===== src/rtl/uart_tx_cfg.sv =====
// UART transmitter with a small transmit FIFO and per-frame configuration
// (parity enable/type, one or two stop bits, clk cycles per bit).
//
// state  | meaning
// IDLE   | line high, waiting for a FIFO entry
// START  | start bit (low) for one bit period
// DATA   | data bits, LSB first, one bit period each
// PARITY | optional parity bit
// STOP   | stop bit(s), line high
module uart_tx_cfg #(
    parameter int DATA_WIDTH     = 8,
    parameter int FIFO_DEPTH     = 4,
    parameter int PRESCALE_WIDTH = 16
) (
    input  logic                          clk,
    input  logic                          reset,
    input  logic                          Data_Valid,
    input  logic [DATA_WIDTH-1:0]         P_Data,
    input  logic                          par_en,
    input  logic                          PAR_TYP,
    input  logic                          stop2,
    input  logic [PRESCALE_WIDTH-1:0]     prescale,
    output logic                          ready,
    output logic                          overflow,
    output logic [$clog2(FIFO_DEPTH):0]   fifo_count,
    output logic                          TX_OUT,
    output logic                          busy
);
    localparam int AW = $clog2(FIFO_DEPTH);
    localparam int CW = AW + 1;
    localparam int BW = (DATA_WIDTH > 1) ? $clog2(DATA_WIDTH) : 1;
    localparam logic [CW-1:0]             DEPTH_C  = CW'(FIFO_DEPTH);
    localparam logic [BW-1:0]             LAST_BIT = BW'(DATA_WIDTH - 1);
    localparam logic [PRESCALE_WIDTH-1:0] ONE_P    = PRESCALE_WIDTH'(1);

    typedef enum logic [2:0] {IDLE, START, DATA, PARITY, STOP} state_t;

    state_t                    state;
    logic [DATA_WIDTH-1:0]     mem [FIFO_DEPTH];
    logic [AW-1:0]             wr_ptr;
    logic [AW-1:0]             rd_ptr;
    logic [DATA_WIDTH-1:0]     shift_reg;
    logic [BW-1:0]             bit_cnt;
    logic [PRESCALE_WIDTH-1:0] tick_cnt;
    logic [PRESCALE_WIDTH-1:0] period_m1;
    logic [PRESCALE_WIDTH-1:0] prescale_eff;
    logic                      par_en_q;
    logic                      stop2_q;
    logic                      parity_q;
    logic                      stop_left;
    logic                      wr_en;
    logic                      pop;
    logic                      bit_end;

    assign ready        = (fifo_count < DEPTH_C);
    assign wr_en        = Data_Valid && ready;
    assign bit_end      = (tick_cnt == '0);
    assign prescale_eff = (prescale == '0) ? ONE_P : prescale;
    // A frame starts from IDLE, or back-to-back at the end of the last stop bit.
    assign pop = (fifo_count != '0) &&
                 ((state == IDLE) || ((state == STOP) && bit_end && !stop_left));

    always_ff @(posedge clk) begin
        if (reset) begin
            wr_ptr     <= '0;
            rd_ptr     <= '0;
            fifo_count <= '0;
            overflow   <= 1'b0;
        end else begin
            overflow <= Data_Valid && !ready;
            if (wr_en) begin
                mem[wr_ptr] <= P_Data;
                wr_ptr      <= wr_ptr + AW'(1);
            end
            if (pop) begin
                rd_ptr <= rd_ptr + AW'(1);
            end
            case ({wr_en, pop})
                2'b10:   fifo_count <= fifo_count + CW'(1);
                2'b01:   fifo_count <= fifo_count - CW'(1);
                default: fifo_count <= fifo_count;
            endcase
        end
    end

    always_ff @(posedge clk) begin
        if (reset) begin
            state     <= IDLE;
            TX_OUT    <= 1'b1;
            busy      <= 1'b0;
            tick_cnt  <= '0;
            period_m1 <= '0;
            bit_cnt   <= '0;
            shift_reg <= '0;
            par_en_q  <= 1'b0;
            stop2_q   <= 1'b0;
            parity_q  <= 1'b0;
            stop_left <= 1'b0;
        end else if (pop) begin
            // Frame configuration is captured here and held for the whole frame.
            state     <= START;
            TX_OUT    <= 1'b0;
            busy      <= 1'b1;
            shift_reg <= mem[rd_ptr];
            parity_q  <= (^mem[rd_ptr]) ^ PAR_TYP;
            par_en_q  <= par_en;
            stop2_q   <= stop2;
            period_m1 <= prescale_eff - ONE_P;
            tick_cnt  <= prescale_eff - ONE_P;
            bit_cnt   <= '0;
            stop_left <= 1'b0;
        end else if ((state != IDLE) && !bit_end) begin
            tick_cnt <= tick_cnt - ONE_P;
        end else begin
            tick_cnt <= period_m1;
            case (state)
                IDLE: begin
                    TX_OUT <= 1'b1;
                    busy   <= 1'b0;
                end
                START: begin
                    state   <= DATA;
                    TX_OUT  <= shift_reg[0];
                    bit_cnt <= '0;
                end
                DATA: begin
                    if (bit_cnt == LAST_BIT) begin
                        if (par_en_q) begin
                            state  <= PARITY;
                            TX_OUT <= parity_q;
                        end else begin
                            state     <= STOP;
                            TX_OUT    <= 1'b1;
                            stop_left <= stop2_q;
                        end
                    end else begin
                        bit_cnt   <= bit_cnt + BW'(1);
                        shift_reg <= shift_reg >> 1;
                        TX_OUT    <= shift_reg[1];
                    end
                end
                PARITY: begin
                    state     <= STOP;
                    TX_OUT    <= 1'b1;
                    stop_left <= stop2_q;
                end
                STOP: begin
                    if (stop_left) begin
                        stop_left <= 1'b0;
                    end else begin
                        state <= IDLE;
                        busy  <= 1'b0;
                    end
                end
                default: begin
                    state  <= IDLE;
                    TX_OUT <= 1'b1;
                    busy   <= 1'b0;
                end
            endcase
        end
    end

endmodule


===== config.mk =====
export PLATFORM = sky130hd
export DESIGN_NAME = uart_tx_cfg
export DESIGN_NICKNAME = d
export VERILOG_FILES = /design/src/rtl/uart_tx_cfg.sv
export SDC_FILE = /design/constraint.sdc
export NUM_CORES = 1
export LEC_CHECK = 0
export ABC_AREA = 0
export CAP_MARGIN = 20
export CORE_MARGIN = 1.5
export CORE_UTILIZATION = 30
export CTS_BUF_LIST = sky130_fd_sc_hd__clkbuf_4 sky130_fd_sc_hd__clkbuf_8
export DETAILED_ROUTE_END_ITERATION = 10
export GPL_ROUTABILITY_DRIVEN = 0
export PLACE_DENSITY = 0.48
export SLEW_MARGIN = 15
export SYNTH_ARGS = -nofsm -noshare
export SYNTH_HDL_FRONTEND = slang
export SYNTH_SLANG_ARGS = --single-unit

===== constraint.sdc =====
create_clock -name clk -period 3.7 [get_ports clk]
set_input_delay 1.11 -clock clk [delete_from_list [all_inputs] [get_ports clk]]
set_output_delay 1.11 -clock clk [all_outputs]
set_load 0.05 [all_outputs]

==> results of run 1 <==
==> layout make-up <==
| cell class | instances | share of cell area [%] |
|---|---|---|
| multi-input cells | 304 | 39.0 |
| flip-flops and latches | 94 | 40.7 |
| inverters | 20 | 1.41 |
| repair buffers | 68 | 11.0 |
| clock inverters | 2 | 0.647 |
| clock buffers | 14 | 2.98 |
| well taps | 184 | 4.25 |
==> power groups by stage <==
stage	clock network [uW]	logic (uW)	registers [uW]
2_1_floorplan	0	1590	1550
3_3_place_gp	0	2060	1540
3_5_place_dp	0	2090	1550
4_1_cts	724	2100	1530
5_1_grt	758	2320	1560
6_report	695	2060	1520
==> cells in the mapped netlist, drive strengths merged, types with 7 or more instances <==
library cell,instances,share of area [%]
dfxtp,62,27
nor2,49,4.1
edfxtp,32,21
a21oi,31,3.5
nand2,28,2.5
a211oi,23,3.8
inv,19,1.6
xnor2,19,3.7
clkbuf,17,1.4
nor3,16,1.8
o21ai,16,1.8
xor2,15,2.9
buf,11,1.6
ha,9,2.5
mux4,8,4.0
or3,8,1.1
o22ai,7,0.97
==> worst max-delay path, stage by stage <==
cell and delay (ns):
clkdlybuf4s50_1 0.47, or3_1 0.14, nor3_1 0.07, a31oi_1 0.25, ha_1 0.21, or3b_2 0.49
nor4_2 0.20, nand2_1 0.11, xor2_1 0.16, a21o_1 0.18, a221oi_1 0.26
==> placed cells by master, fill, tap and decap left out, types with 16 or more instances in the layout <==
| cell type | count |
|---|---|
| inv_1 | 19 |
| clkdlybuf4s50_1 | 35 |
| nor2_1 | 48 |
| edfxtp_1 | 32 |
| xnor2_1 | 19 |
| buf_4 | 32 |
| a211oi_1 | 23 |
| nand2_1 | 27 |
| nor3_1 | 16 |
| dfxtp_1 | 62 |
| a21oi_1 | 30 |
==> kinds of logic after synthesis <==
group | share of synthesized area (%)
compound gates | 15.8
xor+xnor | 7.09
fa+ha+maj | 2.93
buf+inv | 4.73
flops | 48.7
mux | 5.56
simple gates | 15.2
==> worst paths after layout <==
path | to | slack, ns | cells after the start | start
worst min register to register | parity_q | 0.46 | 2 | parity_q
worst min-delay path | parity_q | 0.46 | 2 | parity_q
worst max-delay path | tick_cnt[14] | 0.33 | 11 | prescale[6]
worst max register to register | fifo_count[2] | 0.56 | 13 | tick_cnt[0]
==> metrics by stage <==
step / hold slack [ns] / total power, uW
final: 0.464 / 4280
after global routing: 0.489 / 4640
after CTS: 0.467 / 4350
after detailed placement: 0.453 / 3640
after global placement: 0.455 / 3590
after floorplan: 0.432 / 3140
==> metal layers <==
layer  vias to the layer above  share of wire (%)
met4                         0                1.4
li1                       1713                  -
met3                        10                2.4
met5                         -                  0
met1                      1641                 46
met2                        44                 50
==> flow_metrics.env, run 1 <==
export IMPL_status="completed"
export IMPL_path_clk_slew_ns=0.09
export IMPL_power_density_mw_per_mm2=791
export IMPL_stdcell_count=686
export IMPL_power_frac_comb_pct=48.2
export IMPL_final_nets=537
export IMPL_largestRegisters="mem: 32 flops, period_m1: 16 flops, tick_cnt: 16 flops"
export IMPL_grt_max_degree=61
export IMPL_post_place_ws_ns=-0.124
export IMPL_switchingPower_uw=1740
export IMPL_nFillCells=1484
export IMPL_p_int_uw=2540
export IMPL_fin_crit_sh_pct=91.1
export IMPL_setup_tns_ns=0
export IMPL_end_kind="flip-flop"
export IMPL_use_met2_pct=23.4
export IMPL_synth_fp_nets=486
export IMPL_hold_viol_final=0
export IMPL_drt_iter0_markers=160
export IMPL_start_kind="input port"
export IMPL_layout_drive_gt1_share_pct=13.9
export IMPL_setup_viol=0
export IMPL_die_w_um=126
export IMPL_largest_register_ffs=32
export IMPL_yosys_warnings=0
export IMPL_firstDrtPassIters=6
export IMPL_synth_edf_count=32
export IMPL_cts_hold_buffers=0
export IMPL_ys_ff_latch=94
export IMPL_regArea_mm2=0.00220
export IMPL_dieArea_mm2=0.0158
export IMPL_synth_cells=446
export IMPL_busiest_layer="met2"
export IMPL_grt_ovfl_total=0
export IMPL_grt_pass1_vias=3325
export IMPL_power_share_sequential_pct=35.6
export IMPL_coreArea_mm2=0.0146
export IMPL_dp_hpwl_mm=7.12
export IMPL_initial_core_util_pct=30.9
export IMPL_crit_arrival_ns=3.64
export IMPL_post_cts_setup_buffers=0
export IMPL_ctsResizeCount=0
export IMPL_finish_instance_area_mm2=0.00541
export IMPL_yosysSeqAreaShare_pct=48.7
export IMPL_fmax_mhz=297
export IMPL_syn_area_mm2=0.00452
export IMPL_numCtsBuffers=9
export IMPL_drv_slew=0
export IMPL_port_buffers=36
export IMPL_multi_input_area_mm2=0.00211
export IMPL_worstMarginPinSlew_ns=0.692
export IMPL_clk_latency_ns=0.37
export IMPL_synth_cell_types=57
export IMPL_power_static_leakage_uw=0.00193
export IMPL_rsz0062_at_grt="no"
export IMPL_cts_sinks=94
export IMPL_cp_data_required_time_ns=3.97
export IMPL_cts_htree_levels=3
export IMPL_io_pins=37
export IMPL_die_h_um=126
export IMPL_post_route_util_pct=37.0
export IMPL_irDropWorstVdd_uv=316
export IMPL_routed_wl_mm=10.2
export IMPL_dpl_cell_area_mm2=0.00521
export IMPL_ant_nets=0
export IMPL_antenna_cells=0
export IMPL_vias_per_cell=4.97
export IMPL_clock_path_buffers=2
export IMPL_regMostFlops="mem"
export IMPL_syn_avg_cell_area_um2=10.1
export IMPL_rows=44
export IMPL_track_usage_pct=13.4
export IMPL_placed_cells=670
export IMPL_clock_skew_ns=0.0134
export IMPL_ctsRootBufferMaster="clkbuf_8"
export IMPL_wire_per_inst_um=14.8
export IMPL_cts_tree="built"
export IMPL_maxSlewHeadroom_pct=53.4
export IMPL_cap_violations=0
export IMPL_drc=0
export IMPL_met1_usage_pct=16.4
export IMPL_hold_path_class="flip-flop to flip-flop"
export IMPL_async_flop_share_pct=0
export IMPL_area_growth_pct=19.7
export IMPL_antenna_found_initial=0
export IMPL_worstSetupPathType="input port to flip-flop"
export IMPL_grt_pass1_wl_mm=16.7
export IMPL_setup_slack_ns=0.330
export IMPL_ys_flop_type="dfxtp_1"
export IMPL_min_period_ns=3.37
export IMPL_power_frac_clock_pct=16.2
export IMPL_via_count=3408
export IMPL_grtUsageMet3_pct=2.29
export IMPL_netSwitchingFraction_pct=40.6
export IMPL_crit_fanout=2
Note: power is estimated with default switching activity, not from simulation.
==> inputs of run 2 (changes only) <==
- CORE_ASPECT_RATIO: not set -> 0.6
==> flow_metrics.env, run 2 (synthesis results as in run 1) <==
export IMPL_cap_violations=0
export IMPL_nFillCells=1470
export IMPL_post_route_util_pct=37.3
export IMPL_final_nets=541
export IMPL_firstDrtPassIters=4
export IMPL_cts_sinks=94
export IMPL_final_cell_mix="62 x dfxtp_1, 48 x nor2_1, 36 x buf_4, 35 x clkdlybuf4s50_1, 32 x edfxtp_1"
export IMPL_power_static_leakage_uw=0.00194
export IMPL_placed_cells=688
export IMPL_initial_core_util_pct=31.0
export IMPL_start_kind="input port"
export IMPL_setup_viol=0
export IMPL_reg2reg_depth=13
export IMPL_grt_ovfl_total=0
export IMPL_worstMarginPinSlew_ns=0.676
export IMPL_cp_data_required_time_ns=4.00
export IMPL_min_period_ns=3.45
export IMPL_clk_latency_ns=0.37
export IMPL_final_common_cell="dfxtp_1"
export IMPL_io_pins=37
export IMPL_cts_htree_levels=3
export IMPL_end_kind="flip-flop"
export IMPL_drv_slew=0
export IMPL_hold_viol_final=0
export IMPL_worstSetupPathType="input port to flip-flop"
export IMPL_hold_start="parity_q"
export IMPL_antenna_cells=0
export IMPL_ctsResizeCount=0
export IMPL_worstReg2RegStart="tick_cnt[0]"
export IMPL_dp_hpwl_mm=7.58
export IMPL_largest_register_ffs=32
export IMPL_routed_wl_mm=10.6
export IMPL_setup_tns_ns=0
export IMPL_coreArea_mm2=0.0146
export IMPL_hold_path_class="flip-flop to flip-flop"
export IMPL_vias_per_cell=4.78
export IMPL_antenna_found_initial=0
export IMPL_numCtsBuffers=9
export IMPL_largestRegisters="mem: 32 flops, period_m1: 16 flops, tick_cnt: 16 flops"
export IMPL_clock_path_buffers=2
export IMPL_die_w_um=161
export IMPL_fmax_mhz=290
export IMPL_maxSlewHeadroom_pct=54.9
export IMPL_grt_pass1_wl_mm=17.8
export IMPL_layout_drive_gt1_share_pct=14.4
export IMPL_crit_arrival_ns=3.75
export IMPL_ctsRootBufferMaster="clkbuf_8"
export IMPL_ant_nets=0
export IMPL_port_buffers=36
export IMPL_dieArea_mm2=0.0158
export IMPL_cts_tree="built"
export IMPL_drt_iter0_markers=195
export IMPL_rr_endpoint="fifo_count[2]"
export IMPL_clock_skew_ns=0.00947
export IMPL_die_h_um=98.1
export IMPL_track_usage_pct=14.4
export IMPL_r2r_slack_ns=0.62
export IMPL_via_count=3366
export IMPL_drc=0
export IMPL_rsz0062_at_grt="no"
export IMPL_cts_hold_buffers=0
export IMPL_area_growth_pct=20.5
export IMPL_post_cts_setup_buffers=0
export IMPL_wire_per_inst_um=15.1
export IMPL_regMostFlops="mem"
export IMPL_power_density_mw_per_mm2=792
export IMPL_hold_end="parity_q"
export IMPL_grt_pass1_vias=3408
export IMPL_status="completed"
export IMPL_path_clk_slew_ns=0.09
export IMPL_irDropWorstVdd_uv=336
export IMPL_crit_fanout=3
export IMPL_grt_max_degree=61
export IMPL_fin_crit_sh_pct=93.3
export IMPL_worstHoldPathCells=2
export IMPL_rows=34
export IMPL_stdcell_count=704
-- run 2: changes by cell type in the layout (fill, tap and decap cells not counted), sizes merged --
| cell | before | now |
|---|---|---|
| buf | 33 | 37 |
| clkinvlp | 0 | 1 |
| clkinv | 2 | 3 |
| clkbuf | 14 | 10 |
| inv | 19 | 22 |
| bufinv | 1 | 0 |
-- run 2: worst max-delay path, cell delays in order --
cell,delay (ns)
clkdlybuf4s50_1,0.43
buf_4,0.15
or4_1,0.52
or2_2,0.31
or4_1,0.40
o21ai_0,0.43
buf_4,0.20
o21ai_0,0.07
a21oi_1,0.12
-- run 2: layout make-up --
class	instances	area (um^2)	area share, %
Clock inverter	6	53.8	0.988
Inverter	20	76.3	1.40
Tap cell	198	248	4.55
Clock buffer	10	138	2.53
Multi-Input combinational cell	304	2100	38.6
Sequential cell	94	2200	40.4
Timing Repair Buffer	72	626	11.5
-- run 2: routing by layer --
metal  vias up  routed length [um]  global-route usage, %
met3         6                 442                   3.87
met4         0                  87                   2.99
met5         -                   0                      0
li1       1707                   -                      -
met2        67                4140                   19.3
met1      1586                5960                   22.6
-- run 2: power breakdown --
group	internal [uW]	total, uW	switching, uW	leakage, uW
Sequential	1330	1530	194	0.000800
Clock	275	664	389	0.0000954
Combinational	877	2120	1250	0.00105
Total	2490	4310	1830	0.00194
-- run 2: worst max-delay path by stage --
stage | from | endpoint | slack (ns) | depth (start not counted)
5_1_grt | prescale[5] | tick_cnt[14] | 0.03 | 11
2_1_floorplan | prescale[6] | tick_cnt[14] | 0.21 | 12
3_5_place_dp | prescale[1] | tick_cnt[9] | -0.10 | 9
3_3_place_gp | prescale[1] | tick_cnt[9] | -0.13 | 9
4_1_cts | prescale[5] | tick_cnt[14] | 0.29 | 11
6_report | prescale[1] | tick_cnt[9] | 0.25 | 9
-- run 2: per-stage QoR --
stage / total power, uW / cell area (um^2) / hold slack (ns) / setup slack [ns]
2_1_floorplan: 3140 / 4520 / 0.432 / 0.208
3_3_place_gp: 3650 / 5260 / 0.447 / -0.126
3_5_place_dp: 3670 / 5260 / 0.455 / -0.101
4_1_cts: 4360 / 5450 / 0.471 / 0.293
5_1_grt: 4670 / 5450 / 0.497 / 0.0300
6_report: 4310 / 5450 / 0.467 / 0.249
